===== config.mk =====
export PLATFORM = sky130hd
export DESIGN_NAME = simple_bank_queue_mgr_flat
export DESIGN_NICKNAME = d
export VERILOG_FILES = /design/src/rtl/simple_bank_queue_mgr_pkg.sv /design/src/rtl/simple_bank_queue_mgr_if.sv /design/src/rtl/simple_bank_queue_mgr_wtime_calc.sv /design/src/rtl/simple_bank_queue_mgr.sv /design/src/flat_wrapper.sv
export SDC_FILE = /design/constraint.sdc
export NUM_CORES = 1
export LEC_CHECK = 0
export BUFFER_PORTS_ARGS = -buffer_cell sky130_fd_sc_hd__buf_2
export CORE_MARGIN = 5
export CORE_UTILIZATION = 45
export DETAILED_ROUTE_END_ITERATION = 6
export REMOVE_ABC_BUFFERS = 1
export SYNTH_ARGS = -nofsm -noshare
export SYNTH_HDL_FRONTEND = slang
export SYNTH_SLANG_ARGS = --single-unit

===== constraint.sdc =====
create_clock -name clk -period 26.4 [get_ports clk]
set_input_delay 2.64 -clock clk [delete_from_list [all_inputs] [get_ports clk]]
set_output_delay 2.64 -clock clk [all_outputs]
set_load 0.01 [all_outputs]

===== src/rtl/simple_bank_queue_mgr_pkg.sv =====
// Shared sizing and constants for the bank queue manager.
// Contents: count/teller/wait-time widths, service time per customer,
//           saturation limit of the people counter and the no-teller wait value.
package sbqm_pkg;

    localparam int CNT_W        = 3;
    localparam int TELLER_W     = 2;
    localparam int WTIME_W      = 5;
    localparam int SERVICE_TIME = 3;

    localparam logic [CNT_W-1:0]   CNT_MAX         = 3'd7;
    localparam logic [WTIME_W-1:0] WTIME_NO_TELLER = 5'd31;

    typedef logic [CNT_W-1:0]    pcount_t;
    typedef logic [TELLER_W-1:0] tcount_t;
    typedef logic [WTIME_W-1:0]  wtime_t;

endpackage


===== src/rtl/simple_bank_queue_mgr_if.sv =====
// Bundle of photocell/teller inputs and queue status outputs.
// master: photocell front-end / display side (drives backPC, frontPC, Tcount).
// slave : queue manager (drives Pcount, Wtime, full, empty).
interface simple_bank_queue_mgr_if;
    import sbqm_pkg::*;

    logic    backPC;
    logic    frontPC;
    tcount_t Tcount;
    pcount_t Pcount;
    wtime_t  Wtime;
    logic    full;
    logic    empty;

    modport master (
        output backPC, frontPC, Tcount,
        input  Pcount, Wtime, full, empty
    );

    modport slave (
        input  backPC, frontPC, Tcount,
        output Pcount, Wtime, full, empty
    );

endinterface


===== src/rtl/simple_bank_queue_mgr_wtime_calc.sv =====
// Estimated waiting time from people count and active tellers.
// Latency: purely combinational, no state.
// Ports: pcount (in), tcount (in), wtime (out).
module sbqm_wtime_calc
    import sbqm_pkg::*;
(
    input  pcount_t pcount,
    input  tcount_t tcount,
    output wtime_t  wtime
);

    // 6 bits covers the largest numerator, 3*(7+3-1) = 27, with margin.
    logic [5:0] num;
    logic [5:0] den;
    logic [5:0] quo;

    always_comb begin
        num = 6'(SERVICE_TIME) * (6'(pcount) + 6'(tcount) - 6'd1);
        // Divisor forced non-zero so the divider never sees 0; that case is muxed out below.
        den = (tcount == '0) ? 6'd1 : 6'(tcount);
        quo = num / den;

        wtime = '0;
        if (pcount == '0) begin
            wtime = '0;
        end else if (tcount == '0) begin
            wtime = WTIME_NO_TELLER;
        end else begin
            wtime = WTIME_W'(quo);
        end
    end

endmodule


===== src/rtl/simple_bank_queue_mgr.sv =====
// Bank queue manager: photocell edge detect, saturating people counter, full/empty, wait time.
// Latency: 1 cycle from photocell falling edge to Pcount (3 cycles with SBQM_SYNC_IN_EN defined,
//          which adds a 2-flop synchronizer on each photocell). Flags/Wtime are combinational.
// Ports: clk, rst (async active-high), bus (slave modport: backPC, frontPC, Tcount in; Pcount, Wtime, full, empty out).
module simple_bank_queue_mgr
    import sbqm_pkg::*;
(
    input  logic                    clk,
    input  logic                    rst,
    simple_bank_queue_mgr_if.slave  bus
);

    logic back_in;
    logic front_in;

`ifdef SBQM_SYNC_IN_EN
    logic [1:0] back_sync_q,  back_sync_d;
    logic [1:0] front_sync_q, front_sync_d;

    always_comb begin
        back_sync_d  = {back_sync_q[0],  bus.backPC};
        front_sync_d = {front_sync_q[0], bus.frontPC};
    end

    // Reset to idle-high so release of reset never looks like a falling edge.
    always_ff @(posedge clk or posedge rst) begin
        if (rst) begin
            back_sync_q  <= 2'b11;
            front_sync_q <= 2'b11;
        end else begin
            back_sync_q  <= back_sync_d;
            front_sync_q <= front_sync_d;
        end
    end

    assign back_in  = back_sync_q[1];
    assign front_in = front_sync_q[1];
`else
    assign back_in  = bus.backPC;
    assign front_in = bus.frontPC;
`endif

    logic    prev_back_q,  prev_back_d;
    logic    prev_front_q, prev_front_d;
    pcount_t pcount_q,     pcount_d;
    logic    up;
    logic    down;

    always_comb begin
        prev_back_d  = back_in;
        prev_front_d = front_in;

        // A photocell pulse counts only on its high-to-low transition, so a long pulse counts once.
        up   = prev_back_q  & ~back_in;
        down = prev_front_q & ~front_in;

        pcount_d = pcount_q;
        case ({up, down})
            2'b10: if (pcount_q != CNT_MAX) pcount_d = pcount_q + 1'b1;
            2'b01: if (pcount_q != '0)      pcount_d = pcount_q - 1'b1;
            default: pcount_d = pcount_q;   // entry and exit together cancel out
        endcase
    end

    always_ff @(posedge clk or posedge rst) begin
        if (rst) begin
            prev_back_q  <= 1'b1;
            prev_front_q <= 1'b1;
            pcount_q     <= '0;
        end else begin
            prev_back_q  <= prev_back_d;
            prev_front_q <= prev_front_d;
            pcount_q     <= pcount_d;
        end
    end

    wtime_t wtime;

    sbqm_wtime_calc u_wtime_calc (
        .pcount (pcount_q),
        .tcount (bus.Tcount),
        .wtime  (wtime)
    );

    assign bus.Pcount = pcount_q;
    assign bus.Wtime  = wtime;
    assign bus.full   = (pcount_q == CNT_MAX);
    assign bus.empty  = (pcount_q == '0);

endmodule


===== src/flat_wrapper.sv =====
// flat-port wrapper written by rule: the top's interface ports become plain ports
module simple_bank_queue_mgr_flat import sbqm_pkg::*;
  (clk, rst, bus_backPC, bus_frontPC, bus_Tcount, bus_Pcount, bus_Wtime, bus_full, bus_empty);
  simple_bank_queue_mgr_if bus_i ();
  input  logic clk;
  input  logic rst;
  input wire logic [$bits(bus_i.backPC)-1:0] bus_backPC;
  input wire logic [$bits(bus_i.frontPC)-1:0] bus_frontPC;
  input wire logic [$bits(bus_i.Tcount)-1:0] bus_Tcount;
  output wire logic [$bits(bus_i.Pcount)-1:0] bus_Pcount;
  output wire logic [$bits(bus_i.Wtime)-1:0] bus_Wtime;
  output wire logic [$bits(bus_i.full)-1:0] bus_full;
  output wire logic [$bits(bus_i.empty)-1:0] bus_empty;
  assign bus_i.backPC = bus_backPC;
  assign bus_i.frontPC = bus_frontPC;
  assign bus_i.Tcount = bus_Tcount;
  assign bus_Pcount = bus_i.Pcount;
  assign bus_Wtime = bus_i.Wtime;
  assign bus_full = bus_i.full;
  assign bus_empty = bus_i.empty;
  simple_bank_queue_mgr u_core (.clk(clk), .rst(rst), .bus(bus_i));
endmodule

=== Word level (Yosys, flattened, before mapping) ===
Index checks and enable logic that the tools add are counted.

* Flip-flop bits (word level): 5
* Input port bits: 6
* Output and inout bits: 10

* Equality and inequality tests: 6
* Reduce and logical (&&, ||, !) cells: 5
* $mul: 1
* Bitwise logic cells: 4
* Div/mod/pow operators: 1
* $add $sub $neg: 4
* Muxes and demuxes: 6

{| class="wikitable"
|+ Operator list
! cell !! count
|-
| 5-bit two-way mux || 2
|-
| 6-bit by 6-bit divider with 6-bit output || 1
|-
| 2-bit by 6-bit multiplier with 6-bit output, first input constant || 1
|-
| 3-bit two-way mux || 2
|-
| 3-bit one-hot mux with 2 select lines || 1
|-
| 6-bit by 1-bit subtractor with 6-bit output, second input constant || 1
|-
| 3-bit by 2-bit adder with 4-bit output || 1
|-
| 2-bit by 1-bit != test with 1-bit output, second input constant || 2
|-
| 3-bit by 1-bit adder with 3-bit output, second input constant || 1
|-
| 3-bit == test, second input constant || 1
|-
| 3-bit logical NOT || 1
|-
| 3-bit != test, second input constant || 1
|-
| 3-bit AND reduction || 1
|-
| 3-bit nonzero test || 1
|-
| 3-bit by 1-bit subtractor with 3-bit output, second input constant || 1
|-
| 1-bit AND || 2
|-
| 2-bit by 1-bit == test with 1-bit output, second input constant || 1
|-
| 2-bit == test, second input constant || 1
|-
| 2-bit logical NOT || 1
|-
| 2-bit two-way mux || 1
|-
| 1-bit NOT || 2
|-
| 2-bit nonzero test || 1
|}

=== Longest topological paths before layout ===
* Depth after elaboration: 6
* Depth in mapped cells: 38
* Mapped depth without buffers: 37

=== By module ===
A second synthesis with hierarchy kept.

* Cells, all modules: 147
* Area total of the unflattened synthesis: 1,179.9 sq um

{| class="wikitable"
|+ By module, submodules not included
! module !! cells an instance !! sequential area each (sq um) !! instances !! area an instance (sq um)
|-
| sbqm_wtime_calc || 120 || 0.0 || 1 || 889.6
|-
| simple_bank_queue_mgr || 27 || 127.6 || 1 || 290.3
|}

=== Worst setup path before layout ===
Ideal clock, no wire load.

* Path type: input to output
* Start point: input port bus_Tcount[0]
* End point: output port bus_Wtime[0]
* Arrival: 10.884 ns
* Cell stages on the path: 37
* Setup slack: 12.876 ns
* Buffers on the path: 0
* Cells stage by stage: ha_1 > inv_1 > fa_1 > ha_1 > xnor2_1 > xnor2_1 > fa_1 > nor2_1 > a21oi_1 > o32ai_2 > or2_2 > ha_1 > nor2b_1 > a2bb2oi_1 > ha_1 > o21ai_0 > nand2_1 > mux2_2 > nand2_1 > ha_1 > o21ai_0 > nor2b_1 > nor2b_1 > a22oi_1 > ha_1 > a311o_1 > nor3_1 > mux2i_1 > ha_1 > a221o_1 > nor2_1 > mux2i_1 > ha_1 > a211o_1 > nor3_1 > mux2_2 > a211oi_1

* Longest elaborated chain between the ends: 6
* Elaborated cells on any way between the ends: 8
* Those cells by class: add/sub: 2; mul: 1; div: 1; mux: 3; reduce/logical: 1

{| class="wikitable"
|+ RTL lines
! item !! RTL line !! text
|-
| start: declaration || flat_wrapper.sv:9 || <nowiki>input wire logic [$bits(bus_i.Tcount)-1:0] bus_Tcount;</nowiki>
|-
| 3-bit by 2-bit adder with 4-bit output || simple_bank_queue_mgr_wtime_calc.sv:18 || <nowiki>num = 6'(SERVICE_TIME) * (6'(pcount) + 6'(tcount) - 6'd1);</nowiki>
|-
| 6-bit by 1-bit subtractor with 6-bit output || simple_bank_queue_mgr_wtime_calc.sv:18 ||
|-
| 2-bit by 6-bit multiplier with 6-bit output || simple_bank_queue_mgr_wtime_calc.sv:18 ||
|-
| 6-bit by 6-bit divider with 6-bit output || simple_bank_queue_mgr_wtime_calc.sv:21 || <nowiki>quo = num / den;</nowiki>
|-
| 5-bit two-way mux (*) || simple_bank_queue_mgr_wtime_calc.sv:26 || <nowiki>end else if (tcount == '0) begin</nowiki>
|-
| 5-bit two-way mux (*) || simple_bank_queue_mgr_wtime_calc.sv:24 || <nowiki>if (pcount == '0) begin</nowiki>
|-
| end: declaration || flat_wrapper.sv:11 || <nowiki>output wire logic [$bits(bus_i.Wtime)-1:0] bus_Wtime;</nowiki>
|}

Mark *: on every way between the ends. The rest lies on a longest branch, timed or not.

=== Final worst setup path ===
Ends and elaborated chain as after synthesis.

==> impl_metrics.tcl <==
set metrics [dict create \
    status "finished, final reports clean" \
    global_route.usage.met2_pct 30.51 \
    first_iter_violations 39 \
    yosys_warnings 0 \
    worstSkewPairLatency_ns 0.24 \
    worst-path-buf-inv 3 \
    crit_type "primary input to output pin" \
    grt_max_degree 9 \
    drtPass1Iterations 4 \
    gp_congestion 0.8010 \
    period_share_pct 55.51 \
    cpPeakStageDelay_ns 0.52 \
    synth.avg_cell_area_um2 8.046 \
    final_util_pct 51.44 \
    n_antenna_cell 0 \
    use_met1_pct 17.98 \
    die-area_um2 3988 \
    holdWs_ns 0.5986 \
    routed_via_density 5.754 \
    final_area_um2 1406 \
    cts_made_buffers 3 \
    met3_usage_pct 0.8881 \
    hold_violations 0 \
    holdPathStages 1 \
    post-dp-hpwl_mm 2.524 \
    synthCells 158 \
    wl_per_cell_um 14.21 \
    synthArstFlopShare_pct 100.0 \
    fin_skew_ns 0.003250 \
    drc 0 \
    via_count 1191 \
    track_usage_pct 15.51 \
    fin_crit_ns 14.66 \
    die_h_um 63.15 \
    synth-seq-area-share_pct 10.04 \
    worst_pin_slew_ns 0.9940 \
    fmax_mhz 68.24 \
    hold_path_class "register to register" \
    grt_pass1_vias 1238 \
    n_fill_cell 269 \
    critPathMaxFanout 6 \
    critPathArrivalTime_ns 12.02 \
    cts.sinks 5 \
    slew_viol_final 0 \
    root_buffer "clkbuf_4" \
    ys.flop_type "dfrtp_1" \
    grt_overflow_total 0 \
    io_buffer_count 15 \
    ios 16 \
    placed_cell_area_um2 1380 \
    htree_num_levels 1 \
    cts_tree "yes" \
    die_x_um 63.15 \
    fin_setup_tns_ns 0 \
    antenna_left 0 \
    critical_path_depth 39 \
    synth_edf_count 0 \
    drt-total-wl_mm 2.941 \
    ys_types 49 \
    rsz0062_at_grt "no" \
    nets 205 \
    max_slew_margin_pct 33.22 \
    setup.worst_path.end_class "output pin" \
    start_util_pct 46.50 \
    area_growth_syn_to_layout_pct 10.63 \
    grt_pass1_wl_mm 5.237 \
    clock_path_buffers 2 \
    postCtsResizedCells 0 \
    core_um2 2734 \
    crit_family "adder cells" \
    hold_buffers 0 \
    drive_gt1_share_pct 21.02 \
    antenna_found_initial 0 \
    fp-row-count 19 \
    finalSetupViolations 0 \
    synth-seq-cells 5 \
    crit_path_frequent_cell "ha_1" \
    worstPathRequired_ns 23.76 \
    post_cts_buffers 0 \
    mappedNetlistArea_um2 1271 \
    grt.busiest_layer "met2" \
    rr_worst_depth 4 \
    drv_cap 0 \
    startpoint_type "primary input" \
    critPathSlowestCell "fa_1" \
    clk_pin_slew_ns 0.05 \
]
## sequential cells by signal, indices dropped and copies added, names as in the netlist
name / flops
u_core.prev_back_q: 1
u_core.bus.Pcount: 3
u_core.prev_front_q: 1
## logic make-up after synthesis
kind of cell	count (synthesis)	share of synthesized area [%]
DFF	5	10.04
muxes	6	4.921
buffers and inverters	15	4.527
and+or+nand+nor	58	23.92
AOI/OAI and AO/OA	44	27.66
xor gates and xnor gates	8	5.512
adders and majority gates	22	23.43
## Yosys cell counts (2+ instances only)
| master | count | share of area, % |
|---|---|---|
| dfrtp_1 | 3 | 5.9 |
| mux2i_1 | 4 | 3.1 |
| a21oi_1 | 10 | 3.9 |
| xor2_1 | 2 | 1.4 |
| mux2_2 | 2 | 1.8 |
| or2_2 | 5 | 2.5 |
| nand2b_1 | 4 | 2.0 |
| o21ai_0 | 8 | 3.1 |
| nand3_1 | 2 | 0.79 |
| dfstp_2 | 2 | 4.1 |
| o21a_1 | 2 | 1.2 |
| inv_1 | 14 | 4.1 |
| nor3_1 | 7 | 2.8 |
| nor2_1 | 12 | 3.5 |
| fa_1 | 3 | 4.7 |
| a211oi_1 | 2 | 1.2 |
| o211ai_1 | 2 | 1.2 |
| nand2_1 | 13 | 3.8 |
| nor2b_1 | 6 | 3.0 |
| xnor2_1 | 6 | 4.1 |
| or3_1 | 2 | 0.98 |
| a22oi_1 | 2 | 1.2 |
| ha_1 | 19 | 19 |
## cell type report
type	count	area, um^2	share of cell area, %
clock buffers	4	26.28	1.868
inverters	14	52.55	3.737
multi-input cells	138	1086	77.22
flip-flops and latches	5	127.6	9.075
well taps	31	38.79	2.758
repair buffers	15	75.07	5.338
## through the flow
stage / worst slack, ns / std cells
3_5_place_dp: 11.75 / 203
4_1_cts: 11.72 / 207
2_1_floorplan: 12.88 / 157
3_3_place_gp: 12.03 / 203
5_1_grt: 10.97 / 207
6_report: 11.75 / 207
## cells in the final DEF, fill, tap and decap left out, drive strengths merged, types with 2 or more instances in the layout
cell type / Yosys / final
a211oi: 2 / 2
a21oi: 10 / 10
a22oi: 2 / 2
a31oi: 2 / 2
buf: 1 / 15
clkbuf: 0 / 4
dfrtp: 3 / 3
dfstp: 2 / 2
fa: 3 / 3
ha: 19 / 19
inv: 14 / 14
mux2: 2 / 2
mux2i: 4 / 4
nand2: 13 / 13
nand2b: 4 / 4
nand3: 2 / 2
nor2: 13 / 13
nor2b: 6 / 6
nor3: 7 / 7
o211ai: 3 / 3
o21a: 2 / 2
o21ai: 8 / 8
or2: 5 / 5
or3: 2 / 2
xnor2: 6 / 6
xor2: 2 / 2
## final timing paths
| path | to | startpoint | slack, ns |
|---|---|---|---|
| worst max-delay path | bus_Wtime[0] | bus_Tcount[0] | 11.75 |
| worst min-delay path | u_core.bus.Pcount[2] | u_core.bus.Pcount[2] | 0.60 |
| worst max register to register | u_core.bus.Pcount[2] | u_core.bus.Pcount[1] | 24.50 |
| worst min register to register | u_core.bus.Pcount[2] | u_core.bus.Pcount[2] | 0.60 |
| max in group asynchronous | u_core.prev_back_q | rst | 23.87 |
| min in group asynchronous | u_core.bus.Pcount[0] | rst | 2.28 |
## layer usage
| layer | wire [um] | part of all wire (%) | vias up |
|---|---|---|---|
| met1 | 1333 | 45 | 568 |
| met5 | 0 | 0 | - |
| met3 | 45 | 1.5 | 0 |
| met4 | 0 | 0 | 0 |
| li1 | - | - | 613 |
| met2 | 1562 | 53 | 10 |
Power is not shown: default switching activity piles up to over one toggle a cycle in this logic, so the estimate is an artifact.
